### config.mk
export PLATFORM = sky130hd
export DESIGN_NAME = ysyx_bus_arb
export DESIGN_NICKNAME = d
export VERILOG_FILES = /design/src/rtl/ysyx_bus_pkg.sv /design/src/rtl/ysyx_rr_arb2.sv /design/src/rtl/ysyx_bus_arb.sv
export SDC_FILE = /design/constraint.sdc
export NUM_CORES = 1
export LEC_CHECK = 0
export BUFFER_PORTS_ARGS = -buffer_cell sky130_fd_sc_hd__buf_2
export CORE_AREA = 2 2 146 148
export CTS_BUF_LIST = sky130_fd_sc_hd__clkbuf_8
export CTS_CLUSTER_SIZE = 16
export DETAILED_ROUTE_END_ITERATION = 7
export DIE_AREA = 0 0 148 150
export GPL_TIMING_DRIVEN = 0
export PLACE_DENSITY_LB_ADDON = 0.05
export SLEW_MARGIN = 20
export SYNTH_ARGS = -nofsm -noshare
export SYNTH_HDL_FRONTEND = slang
export SYNTH_SLANG_ARGS = --single-unit
export TNS_END_PERCENT = 30
### constraint.sdc
create_clock -name clock -period 1.3 [get_ports clock]
set_input_delay 0.26 -clock clock [delete_from_list [all_inputs] [get_ports clock]]
set_output_delay 0.26 -clock clock [all_outputs]
set_load 0.1 [all_outputs]
### src/rtl/ysyx_bus_pkg.sv
// ysyx_bus_pkg: state encoding and bus constants shared by the I/D bus arbiter
package ysyx_bus_pkg;
   typedef enum logic [2:0] {IDLE, I_AR, I_R, D_AR, D_R, D_W, D_B} bus_arb_state_t;
   localparam logic [1:0] RESP_OKAY = 2'b00;
   localparam logic [7:0] STRB_FULL = 8'hFF;
endpackage

### src/rtl/ysyx_rr_arb2.sv
// ysyx_rr_arb2: two-way round-robin pick with a last-grant register (req[0]=I side, req[1]=D side)
module ysyx_rr_arb2
   import ysyx_bus_pkg::*;
#(
   parameter bit RR_INIT = 1'b0
) (
   input  logic       clock,
   input  logic       reset,
   input  logic [1:0] req,
   input  logic       take,
   output logic [1:0] gnt
);
   logic last_q, last_d;
   // on a tie grant the side that did not win last time; remember whoever is taken
   always_comb begin
      gnt = (req == 2'b11) ? (last_q ? 2'b01 : 2'b10) : req;
      last_d = (take && gnt != 2'b00) ? gnt[1] : last_q;
   end
   // last-grant register, 1 means the D side won most recently
   always_ff @(posedge clock) begin
      if (!reset) last_q <= RR_INIT;
      else last_q <= last_d;
   end
endmodule

### src/rtl/ysyx_bus_arb.sv
// ysyx_bus_arb: one-outstanding-transaction arbiter of L1I and L1D onto a single AXI4-Lite-style port
module ysyx_bus_arb
   import ysyx_bus_pkg::*;
#(
   parameter int XLEN    = 32,
   parameter bit RR_INIT = 1'b0
) (
   input  logic            clock,
   input  logic            reset,
   input  logic            ifu_arvalid,
   input  logic [XLEN-1:0] ifu_araddr,
   input  logic            ifu_flush,
   output logic            ifu_bus_ready,
   output logic            ifu_rready,
   output logic [XLEN-1:0] ifu_rdata,
   input  logic            lsu_arvalid,
   input  logic [XLEN-1:0] lsu_araddr,
   input  logic [7:0]      lsu_rstrb,
   output logic            lsu_rvalid,
   output logic [XLEN-1:0] lsu_rdata,
   input  logic            lsu_awvalid,
   input  logic [XLEN-1:0] lsu_awaddr,
   input  logic            lsu_wvalid,
   input  logic [XLEN-1:0] lsu_wdata,
   input  logic [7:0]      lsu_wstrb,
   output logic            lsu_wready,
   output logic            mem_arvalid,
   input  logic            mem_arready,
   output logic [XLEN-1:0] mem_araddr,
   output logic [7:0]      mem_rstrb,
   input  logic            mem_rvalid,
   output logic            mem_rready,
   input  logic [XLEN-1:0] mem_rdata,
   input  logic [1:0]      mem_rresp,
   output logic            mem_awvalid,
   input  logic            mem_awready,
   output logic [XLEN-1:0] mem_awaddr,
   output logic            mem_wvalid,
   input  logic            mem_wready,
   output logic [XLEN-1:0] mem_wdata,
   output logic [7:0]      mem_wstrb,
   input  logic            mem_bvalid,
   output logic            mem_bready,
   input  logic [1:0]      mem_bresp,
   output logic            bus_err
);
   bus_arb_state_t state_q, state_d;
   logic [XLEN-1:0] addr_q, addr_d, wdata_q, wdata_d;
   logic [7:0] strb_q, strb_d;
   logic aw_done_q, aw_done_d, w_done_q, w_done_d, drop_q, drop_d;
   logic d_wr, d_req;
   logic [1:0] gnt;

   assign d_wr = lsu_awvalid & lsu_wvalid;
   assign d_req = d_wr | lsu_arvalid;

   ysyx_rr_arb2 #(.RR_INIT(RR_INIT)) u_rr (
      .clock (clock),
      .reset (reset),
      .req   ({d_req, ifu_arvalid}),
      .take  (state_q == IDLE),
      .gnt   (gnt)
   );

   // one register set serves whichever transaction is in flight
   assign mem_araddr = addr_q;
   assign mem_awaddr = addr_q;
   assign mem_rstrb  = strb_q;
   assign mem_wstrb  = strb_q;
   assign mem_wdata  = wdata_q;
   assign ifu_rdata  = mem_rdata;
   assign lsu_rdata  = mem_rdata;

   // next-state, capture on grant, and per-state channel/handshake outputs
   always_comb begin
      state_d = state_q;
      addr_d = addr_q;
      wdata_d = wdata_q;
      strb_d = strb_q;
      aw_done_d = aw_done_q;
      w_done_d = w_done_q;
      ifu_bus_ready = 1'b0;
      ifu_rready = 1'b0;
      lsu_rvalid = 1'b0;
      lsu_wready = 1'b0;
      mem_arvalid = 1'b0;
      mem_rready = 1'b0;
      mem_awvalid = 1'b0;
      mem_wvalid = 1'b0;
      mem_bready = 1'b0;
      bus_err = 1'b0;
      unique case (state_q)
         IDLE: begin
            ifu_bus_ready = reset;
            aw_done_d = 1'b0;
            w_done_d = 1'b0;
            if (gnt[1]) begin
               state_d = d_wr ? D_W : D_AR;
               addr_d = d_wr ? lsu_awaddr : lsu_araddr;
               wdata_d = lsu_wdata;
               strb_d = d_wr ? lsu_wstrb : lsu_rstrb;
            end else if (gnt[0]) begin
               state_d = I_AR;
               addr_d = ifu_araddr;
               strb_d = STRB_FULL;
            end
         end
         I_AR, D_AR: begin
            mem_arvalid = 1'b1;
            if (mem_arready) state_d = (state_q == I_AR) ? I_R : D_R;
         end
         I_R, D_R: begin
            mem_rready = 1'b1;
            if (mem_rvalid) begin
               ifu_rready = (state_q == I_R) && !(drop_q || ifu_flush);
               lsu_rvalid = (state_q == D_R);
               bus_err = (mem_rresp != RESP_OKAY);
               state_d = IDLE;
            end
         end
         D_W: begin
            mem_awvalid = !aw_done_q;
            mem_wvalid = !w_done_q;
            aw_done_d = aw_done_q | mem_awready;
            w_done_d = w_done_q | mem_wready;
            if (aw_done_d && w_done_d) state_d = D_B;
         end
         D_B: begin
            mem_bready = 1'b1;
            if (mem_bvalid) begin
               lsu_wready = 1'b1;
               bus_err = (mem_bresp != RESP_OKAY);
               state_d = IDLE;
            end
         end
         default: state_d = IDLE;
      endcase
      drop_d = (state_q inside {I_AR, I_R}) && (state_d inside {I_AR, I_R}) && (drop_q || ifu_flush);
   end

   // state and capture registers; reset abandons any downstream transaction
   always_ff @(posedge clock) begin
      if (!reset) begin
         state_q <= IDLE;
         addr_q <= '0;
         wdata_q <= '0;
         strb_q <= '0;
         aw_done_q <= 1'b0;
         w_done_q <= 1'b0;
         drop_q <= 1'b0;
      end else begin
         state_q <= state_d;
         addr_q <= addr_d;
         wdata_q <= wdata_d;
         strb_q <= strb_d;
         aw_done_q <= aw_done_d;
         w_done_q <= w_done_d;
         drop_q <= drop_d;
      end
   end

   // requesters must hold their request until the completion pulse
   a_ifu_hold: assert property (@(posedge clock) disable iff (!reset)
      (state_q inside {I_AR, I_R}) && !drop_q && !ifu_flush |-> ifu_arvalid);
   a_lsu_rd_hold: assert property (@(posedge clock) disable iff (!reset)
      (state_q inside {D_AR, D_R}) |-> lsu_arvalid);
   a_lsu_wr_hold: assert property (@(posedge clock) disable iff (!reset)
      (state_q inside {D_W, D_B}) |-> lsu_awvalid && lsu_wvalid);
endmodule

==> qor.csv, run 1 <==
metric,value,unit
grt_pass1_wl,28.01,mm
overflow,0,
antenna_found_initial,1,
clk_pin_slew_worst_paths,90,ps
yosys_warnings,0,
holdPathStages,3,
die_h,150,um
clock.fmax,547.7,MHz
die_area,22200,um2
seq_area_frac_synth,34.89,%
yosysTopAreaCellShare,34.89,%
drv_cap,0,
worstSetupPathType,reg2out,
drc,0,
hold_buffers,0,
yosys.area.top_type,dfxtp_1,
wirelength,19.31,mm
relSlewSlack,45.10,%
synthCells,573,
netlist_top_cells_area,"dfxtp_1 35%, buf_4 17%, a21oi_1 11%",
crit_end,bus_err,
path_max_fanout,6,
grt_usage,16.15,%
diodes,0,
avgRoutedWirePerCell,15.50,um
total_power,18.24,mW
area.growth.synth_to_final,109.0,%
drt_iter0_drc,84,
r2r_slack,-410,ps
leakagePower,4.570,nW
synth.ff_latch_count,79,
coreArea,20690,um2
gp_congestion,0.7188,
rr_startpoint,state_q[2],
vias,5298,
crit_path_start,state_q[1],
num_io_pins,378,
vdd_drop_max,1.036,mV
final_nets,1158,
cp_data_arrival_time,1570,ps
cp.required,1040,ps
fill_cells,2039,
setup.worst_path.end_class,output port,
synth_cell_types,34,
grt_max_degree,16,
initial_core_util,21.91,%
final_layout_size_suffix_gt1_share,70.55,%
finalWorstSetupSlack,-525.9,ps
timing.rr.end,mem_araddr[27],
ant_nets,0,
finalSetupViolations,87,
power.density,1925,nW/um2
clkSinkCount,79,
finalHoldViolCount,0,
skew,11.20,ps
h-tree-depth,3,
detailed_place_hpwl,14.40,mm
cts_root_buf,clkbuf_8,
mappedNetlistArea,4533,um2
synth_flop_cell,dfxtp_1,
startpoint_type,flip-flop,
min_period,1826,ps
async_flop_share,0,%
via_per_inst,4.252,
synth_edf_count,0,
cts.path.max_buffers,2,
die_w,148,um
rsz0062_at_grt,true,
outcome,"finished, violations left",
hp-class,in2reg,
ff2ff_path_depth,9,
finalMaxSlewViolations,0,
cts_tree,yes,
insertion_delay,370,ps
first_pass_iters,4,
numCtsBuffers,9,
syn-num-nets,765,
synth.most_common_cell,nand2_1,
worst_pin_slew,823.5,ps
timing.hold.ws,116.2,ps
violations,setup timing,
place.port_buffers,344,
synth_common_cells,"119 x nand2_1, 105 x buf_4, 102 x a21oi_1",
finalCritPeriodShare,140.5,%
grt_pass1_vias,5154,
fp-row-count,53,
synth_area_per_cell,7.911,um2
[cells in the final DEF (no fill, tap or decap), types with 25 or more instances in the layout]
| cell type | synthesis | routed |
|---|---|---|
| nand2_1 | 119 | 82 |
| buf_12 | 0 | 57 |
| a211o_1 | 33 | 33 |
| buf_2 | 14 | 225 |
| a21oi_2 | 1 | 44 |
| buf_4 | 105 | 97 |
| buf_6 | 5 | 109 |
| nand2_4 | 0 | 25 |
| dfxtp_1 | 79 | 31 |
| dfxtp_4 | 0 | 30 |
| mux2i_1 | 32 | 32 |
| a21oi_1 | 102 | 58 |
[per-stage QoR]
step                      instance area, um2  utilization, %  TNS, ps  setup slack, ps  std cells
after floorplan                         4682               -   -12980           -771.4        573
after global placement                  6748           32.61   -32850           -509.2       1192
after detailed placement                6748           32.61   -33640           -533.0       1192
after CTS                               8748           42.28   -36290           -562.6       1243
after global routing                    9475           45.80   -38450           -591.4       1246
final                                   9475           45.80   -29530           -525.9       1246
[final cells by class]
type	instances	area (um2)	area share, %
Buffer	146	1319	13.92
Sequential cell	79	1717	18.12
Clock buffer	9	123.9	1.307
Tap cell	275	344.1	3.631
Inverter	3	11.26	0.1188
Clock inverter	7	81.33	0.8583
Multi-Input combinational cell	345	2497	26.36
Timing Repair Buffer	382	3382	35.69
[worst min path at each step]
stage	slack, ps	endpoint	from
2_1_floorplan	400	mem_wdata[3]	lsu_wdata[3]
3_3_place_gp	440	mem_wdata[1]	mem_wdata[1]
3_5_place_dp	450	mem_wdata[22]	mem_wdata[22]
4_1_cts	80	mem_wdata[28]	lsu_wdata[28]
5_1_grt	90	mem_wdata[17]	lsu_wdata[17]
6_report	120	mem_wdata[17]	lsu_wdata[17]
[routing by layer]
metal	GRT usage, %	wire [um]
met4	4.143	181
met2	28.82	9839
met5	0	0
met1	19.13	7804
met3	4.390	1488
[worst max-delay path: stages (launching register included)]
cell,delay [ps]
dfxtp_4,360
buf_8,130
nand2b_4,150
a21oi_4,150
o211ai_1,140
nand2_4,100
buf_12,170
[repair_timing]
item	4_1_cts	5_1_grt
endpoints found under the setup margin	199	157
setup buffers	29	6
pin swaps	14	52
gates resized for setup	419	215
cloned	6	1
[cell families after synthesis]
logic type | after synthesis | synth area share (%)
flops | 79 | 34.89
simple gates | 142 | 13.03
buf+inv | 149 | 22.25
xor+xnor | 1 | 0.1932
compound gates | 170 | 22.58
mux | 32 | 7.066
[sequential cells by signal (all words and copies together), names as in the netlist]
name and cells:
aw_done_q 1, w_done_q 1, drop_q 1, state_q 3
mem_wdata 32, u_rr.last_q 1, mem_rstrb 8, mem_araddr 32
[power breakdown]
part / switching (mW) / internal, mW / total [mW]
combinational: 8.26 / 4.54 / 12.8
sequential: 0.502 / 2.97 / 3.47
clock: 1.05 / 0.915 / 1.97
No activity file was read; power rests on OpenSTA's default activity.
==> inputs of run 2 (changes only) <==
Clock period 1.3 ns to 1.5 ns, I/O delays scaled along.
==> qor.csv, run 2 (synthesis results as in run 1) <==
metric,value,unit,change
r2r_slack,-100,ps,+310 ps
initial_core_util,21.91,%,unchanged
overflow,0,,unchanged
fill_cells,2221,,+8.9%
hp-class,in2reg,,
path_cells,buf_8 > nand2b_4 > a21oi_4 > o211ai_1 > nand2_4 > buf_12,,
h-tree-depth,3,,unchanged
drt_iter0_drc,108,,+29%
relSlewSlack,51.65,%,+6.6 points
violations,setup timing,,
num_io_pins,378,,unchanged
cts.path.max_buffers,2,,unchanged
worst_pin_slew,725.2,ps,-98.35 ps
stdcell_count,1232,,-1.1%
via_per_inst,4.217,,-0.83%
cts_tree,yes,,
clkSinkCount,79,,unchanged
insertion_delay,360,ps,about the same
finalSetupViolations,72,,-17%
grt_max_degree,14,,-2
clock.fmax,536.1,MHz,
place.port_buffers,344,,unchanged
final_layout_size_suffix_gt1_share,61.44,%,-9.1 points
antenna_found_initial,1,,unchanged
fp-row-count,53,,unchanged
skew,7.355,ps,-3.845 ps
vdd_drop_max,0.9432,mV,-8.9%
outcome,"finished, violations left",,
vias,5195,,-1.9%
finalHoldViolCount,0,,unchanged
die_area,22200,um2,unchanged
finalMaxSlewViolations,0,,unchanged
diodes,0,,unchanged
tns,-5549,ps,+23980 ps
crit_path_start,state_q[1],,
clk_pin_slew_worst_paths,90,ps,about the same
dp_slack,-401.5,ps,+131.5 ps
final_cell_area,8021,um2,-15%
dpl_cell_area,6730,um2,-0.26%
crit_end,bus_err,,
hold_buffers,0,,unchanged
coreArea,20690,um2,unchanged
setup.worst_path.end_class,output port,,
grt_usage,15.56,%,-0.59 points
final_common_cell,buf_2,,
die_h,150,um,unchanged
layout_common_cells,"259 x buf_2, 171 x buf_4, 104 x nand2_1, 76 x a21oi_1, 72 x dfxtp_1",,
grt_pass1_wl,26.85,mm,-4.1%
grt_pass1_vias,4928,,-4.4%
finalCritPeriodShare,124.3,%,
cts_root_buf,clkbuf_8,,
cp.required,1200,ps,+160 ps
leakagePower,4.112,nW,-10%
die_w,148,um,unchanged
first_pass_iters,4,,unchanged
wirelength,18.88,mm,-2.3%
ff2ff_path_depth,8,,-1
timing.rr.end,state_q[2],,
detailed_place_hpwl,14.44,mm,+0.30%
rr_startpoint,state_q[2],,
worstSetupPathType,reg2out,,
total_power,14.24,mW,-22%
startpoint_type,flip-flop,,
final_nets,1145,,-1.1%
cpMaxStageDelayCell,dfxtp_4,,
ant_nets,0,,unchanged
avgRoutedWirePerCell,15.32,um,-1.2%
drv_cap,0,,unchanged
cp_data_arrival_time,1570,ps,about the same
gp_congestion,0.6859,,-4.6%
rsz0062_at_grt,true,,
numCtsBuffers,9,,unchanged
finalWorstSetupSlack,-365.2,ps,+160.7 ps
max_stage_delay,360,ps,about the same
min_period,1865,ps,
power.density,1775,nW/um2,-7.8%
path_max_fanout,7,,+1
placed_cells,1192,,unchanged
area.growth.synth_to_final,76.95,%,
drc,0,,unchanged
## run 2: cell count changes in the layout (fill, tap and decap cells not counted), moves of 7 or more
cell	before	now
dfxtp_2	18	4
buf_4	97	171
nand2_2	12	5
nand2_1	82	104
buf_2	225	259
buf_6	109	25
buf_8	18	7
a21oi_2	44	26
clkbuf_4	0	18
nand2_4	25	10
dfxtp_1	31	72
dfxtp_4	30	3
a21oi_1	58	76
buf_12	57	10
## run 2: routing by layer
metal / global-route usage [%] / vias up / part of all wire, %
li1: - / 2612 / -
met1: 19.07 / 2339 / 42
met2: 26.69 / 224 / 48
met3: 4.543 / 18 / 8.6
met4: 4.143 / 2 / 1.1
met5: 0 / - / 0.064
## run 2: per-stage QoR
step                utilization [%]  hold WS [ps]
floorplan                         -         436.0
global placement              32.53         440.8
detailed placement            32.53         443.6
CTS                           36.21         132.0
global route                  38.77         132.6
finish                        38.77         159.1
## run 2: worst max-delay path: cells and delay by family, from the launching register on
family | cells | cell delay (ps)
buffers and inverters | 2 | 300
flip-flops | 1 | 360
AND/OR/NAND/NOR | 2 | 250
AO/OA/AOI/OAI | 2 | 290
## run 2: worst min path at each step
stage	slack (ps)	endpoint	cells past startpoint	start
after floorplan	440	mem_wdata[3]	2	lsu_wdata[3]
after detailed placement	440	mem_wdata[12]	2	mem_wdata[12]
after global routing	130	mem_wdata[11]	3	lsu_wdata[11]
after CTS	130	mem_wdata[20]	3	lsu_wdata[20]
final	160	mem_wdata[20]	3	lsu_wdata[20]
after global placement	440	mem_wdata[1]	2	mem_wdata[1]
## run 2: report_power, final
part           internal (mW)  leakage, nW  switching, mW
logic                   2.67         3.35           6.84
registers               2.49        0.654          0.307
clock network           1.09        0.111          0.841
## run 2: what timing repair did
| item | in CTS | in global routing |
|---|---|---|
| pin swaps | 5 | 22 |
| gates cloned | 0 | 6 |
| gates resized for setup | 139 | 104 |
| setup buffers | 14 | 5 |
| setup endpoints to repair | 146 | 110 |
## run 2: cell type report
cell class | count | area [um2] | share of cell area, %
Tap cell | 275 | 344.1 | 4.290
Sequential cell | 79 | 1598 | 19.92
Inverter | 3 | 11.26 | 0.1404
Multi-Input combinational cell | 346 | 2280 | 28.42
Clock inverter | 6 | 110.1 | 1.373
Buffer | 146 | 1161 | 14.48
Clock buffer | 9 | 123.9 | 1.544
Timing Repair Buffer | 368 | 2394 | 29.84
==> inputs of run 3 (changes only) <==
Settings changed: SETUP_SLACK_MARGIN set to 0.02.
==> qor.csv, run 3 (synthesis results as in run 1) <==
metric,value,unit,change
grt_pass1_vias,4933,,+0.10%
drv_cap,0,,unchanged
drc,0,,unchanged
power.density,1768,nW/um2,-0.39%
ff2ff_path_depth,9,,+1
cts_root_buf,clkbuf_8,,
ant_nets,0,,unchanged
min_period,1877,ps,+11.97 ps
hold_buffers,0,,unchanged
cpMaxStageDelayCell,dfxtp_4,,
cp_data_arrival_time,1580,ps,about the same
final_layout_size_suffix_gt1_share,60.89,%,-0.55 points
worstSetupPathType,reg2out,,
fp-row-count,53,,unchanged
avgRoutedWirePerCell,15.18,um,-0.95%
grt_pass1_wl,26.85,mm,unchanged
finalCritPeriodShare,125.1,%,+0.80 points
skew,12.71,ps,+5.357 ps
vdd_drop_max,0.8052,mV,-15%
final_common_cell,buf_2,,
violations,setup timing,,
outcome,"finished, violations left",,
cts.path.max_buffers,2,,unchanged
finalWorstSetupSlack,-377.2,ps,-11.97 ps
startpoint_type,flip-flop,,
diodes,0,,unchanged
finalSetupViolations,86,,+19%
cts_tree,yes,,
detailed_place_hpwl,14.37,mm,-0.48%
die_area,22200,um2,unchanged
rr_startpoint,state_q[2],,
leakagePower,4.141,nW,+0.70%
via_per_inst,4.207,,-0.24%
total_power,14.44,mW,+1.4%
gp_congestion,0.7110,,+3.7%
final_nets,1151,,+0.52%
die_h,150,um,unchanged
r2r_slack,-220,ps,-120 ps
holdPathStages,3,,unchanged
timing.hold.ws,154.0,ps,-5.043 ps
timing.rr.end,mem_araddr[22],,
drt_iter0_drc,78,,-28%
grt_usage,15.60,%,+0.040 points
finalHoldViolCount,0,,unchanged
die_w,148,um,unchanged
clk_pin_slew_worst_paths,100,ps,about the same
setup.worst_path.end_class,output port,,
place.port_buffers,344,,unchanged
cp.required,1200,ps,about the same
clock.fmax,532.7,MHz,-0.64%
vias,5212,,+0.33%
grt_max_degree,15,,+1
rsz0062_at_grt,true,,
clkSinkCount,79,,unchanged
hold_path_end,mem_wdata[11],,
antenna_found_initial,0,,-1
initial_core_util,21.91,%,unchanged
path_cells,clkbuf_16 > nand2b_4 > a21oi_4 > o211ai_1 > nand2_4 > buf_12,,
coreArea,20690,um2,unchanged
hold_start,lsu_wdata[11],,
h-tree-depth,3,,unchanged
finalMaxSlewViolations,0,,unchanged
overflow,0,,unchanged
numCtsBuffers,9,,unchanged
first_pass_iters,4,,unchanged
wirelength,18.80,mm,-0.39%
insertion_delay,370,ps,about the same
layout_common_cells,"225 x buf_2, 186 x buf_4, 109 x nand2_1, 81 x a21oi_1, 69 x dfxtp_1",,
relSlewSlack,47.65,%,-4.0 points
area.growth.synth_to_final,80.15,%,
max_stage_delay,360,ps,about the same
num_io_pins,378,,unchanged
worst_pin_slew,785.3,ps,+60.08 ps
hp-class,in2reg,,
path_max_fanout,4,,-3
==> run 3: cell count changes in the layout (fill, tap and decap cells not counted), moves of 6 or more <==
cell,previous run,this run
buf_4,171,186
nand2_4,10,4
buf_2,259,225
buf_6,25,51
==> run 3: cell type report <==
type / instances / area [um2]
multi-input combinational: 345 / 2210
sequential: 79 / 1602
timing repair buffer: 377 / 2623
buffer: 144 / 1149
clock inverter: 6 / 91.34
tap: 275 / 344.1
inverter: 3 / 11.26
clock buffer: 10 / 137.6
fill: 2202 / 12520
==> run 3: where the power goes <==
part	switching, mW	internal [mW]	leakage (nW)
Combinational	6.85	2.89	3.37
Sequential	0.331	2.49	0.655
Clock	0.882	0.995	0.117
Total	8.06	6.38	4.14
==> run 3: worst max-delay path by stage <==
stage	endpoint	slack, ps	startpoint
CTS	bus_err	-420	state_q[2]
global placement	mem_araddr[30]	-360	lsu_awvalid
finish	bus_err	-380	state_q[2]
floorplan	bus_err	-610	state_q[2]
detailed placement	mem_araddr[30]	-370	lsu_wvalid
global route	ifu_rready	-450	state_q[1]
==> run 3: what timing repair did <==
item	CTS	global route
gates resized for setup	202	95
setup buffers	19	11
endpoints found under the setup margin	177	123
cloned	2	1
pin swaps	9	12
==> run 3: worst max-delay path, delay by kind of cell, from the launching register on <==
family          cells  cell delay [ps]
compound gates      2              290
flops               1              360
simple gates        2              240
buf+inv             2              310
==> run 3: per-layer routing <==
| layer | vias up | routed length (um) | track usage (%) |
|---|---|---|---|
| met5 | - | 0 | 0 |
| met4 | 0 | 193 | 4.286 |
| met3 | 16 | 1547 | 4.543 |
| met2 | 222 | 9235 | 27.55 |
| met1 | 2355 | 7827 | 18.44 |
| li1 | 2619 | - | - |
==> run 3: through the flow <==
stage	utilization [%]	setup slack, ps	cells	setup TNS (ps)	cell area (um2)
6_report	39.47	-377.2	1239	-14410	8167
5_1_grt	39.47	-449.6	1239	-20380	8167
4_1_cts	37.64	-421.5	1229	-7350	7787
3_5_place_dp	32.53	-365.3	1192	-18860	6730
3_3_place_gp	32.53	-358.5	1192	-18720	6730
2_1_floorplan	-	-611.4	573	-7733	4664
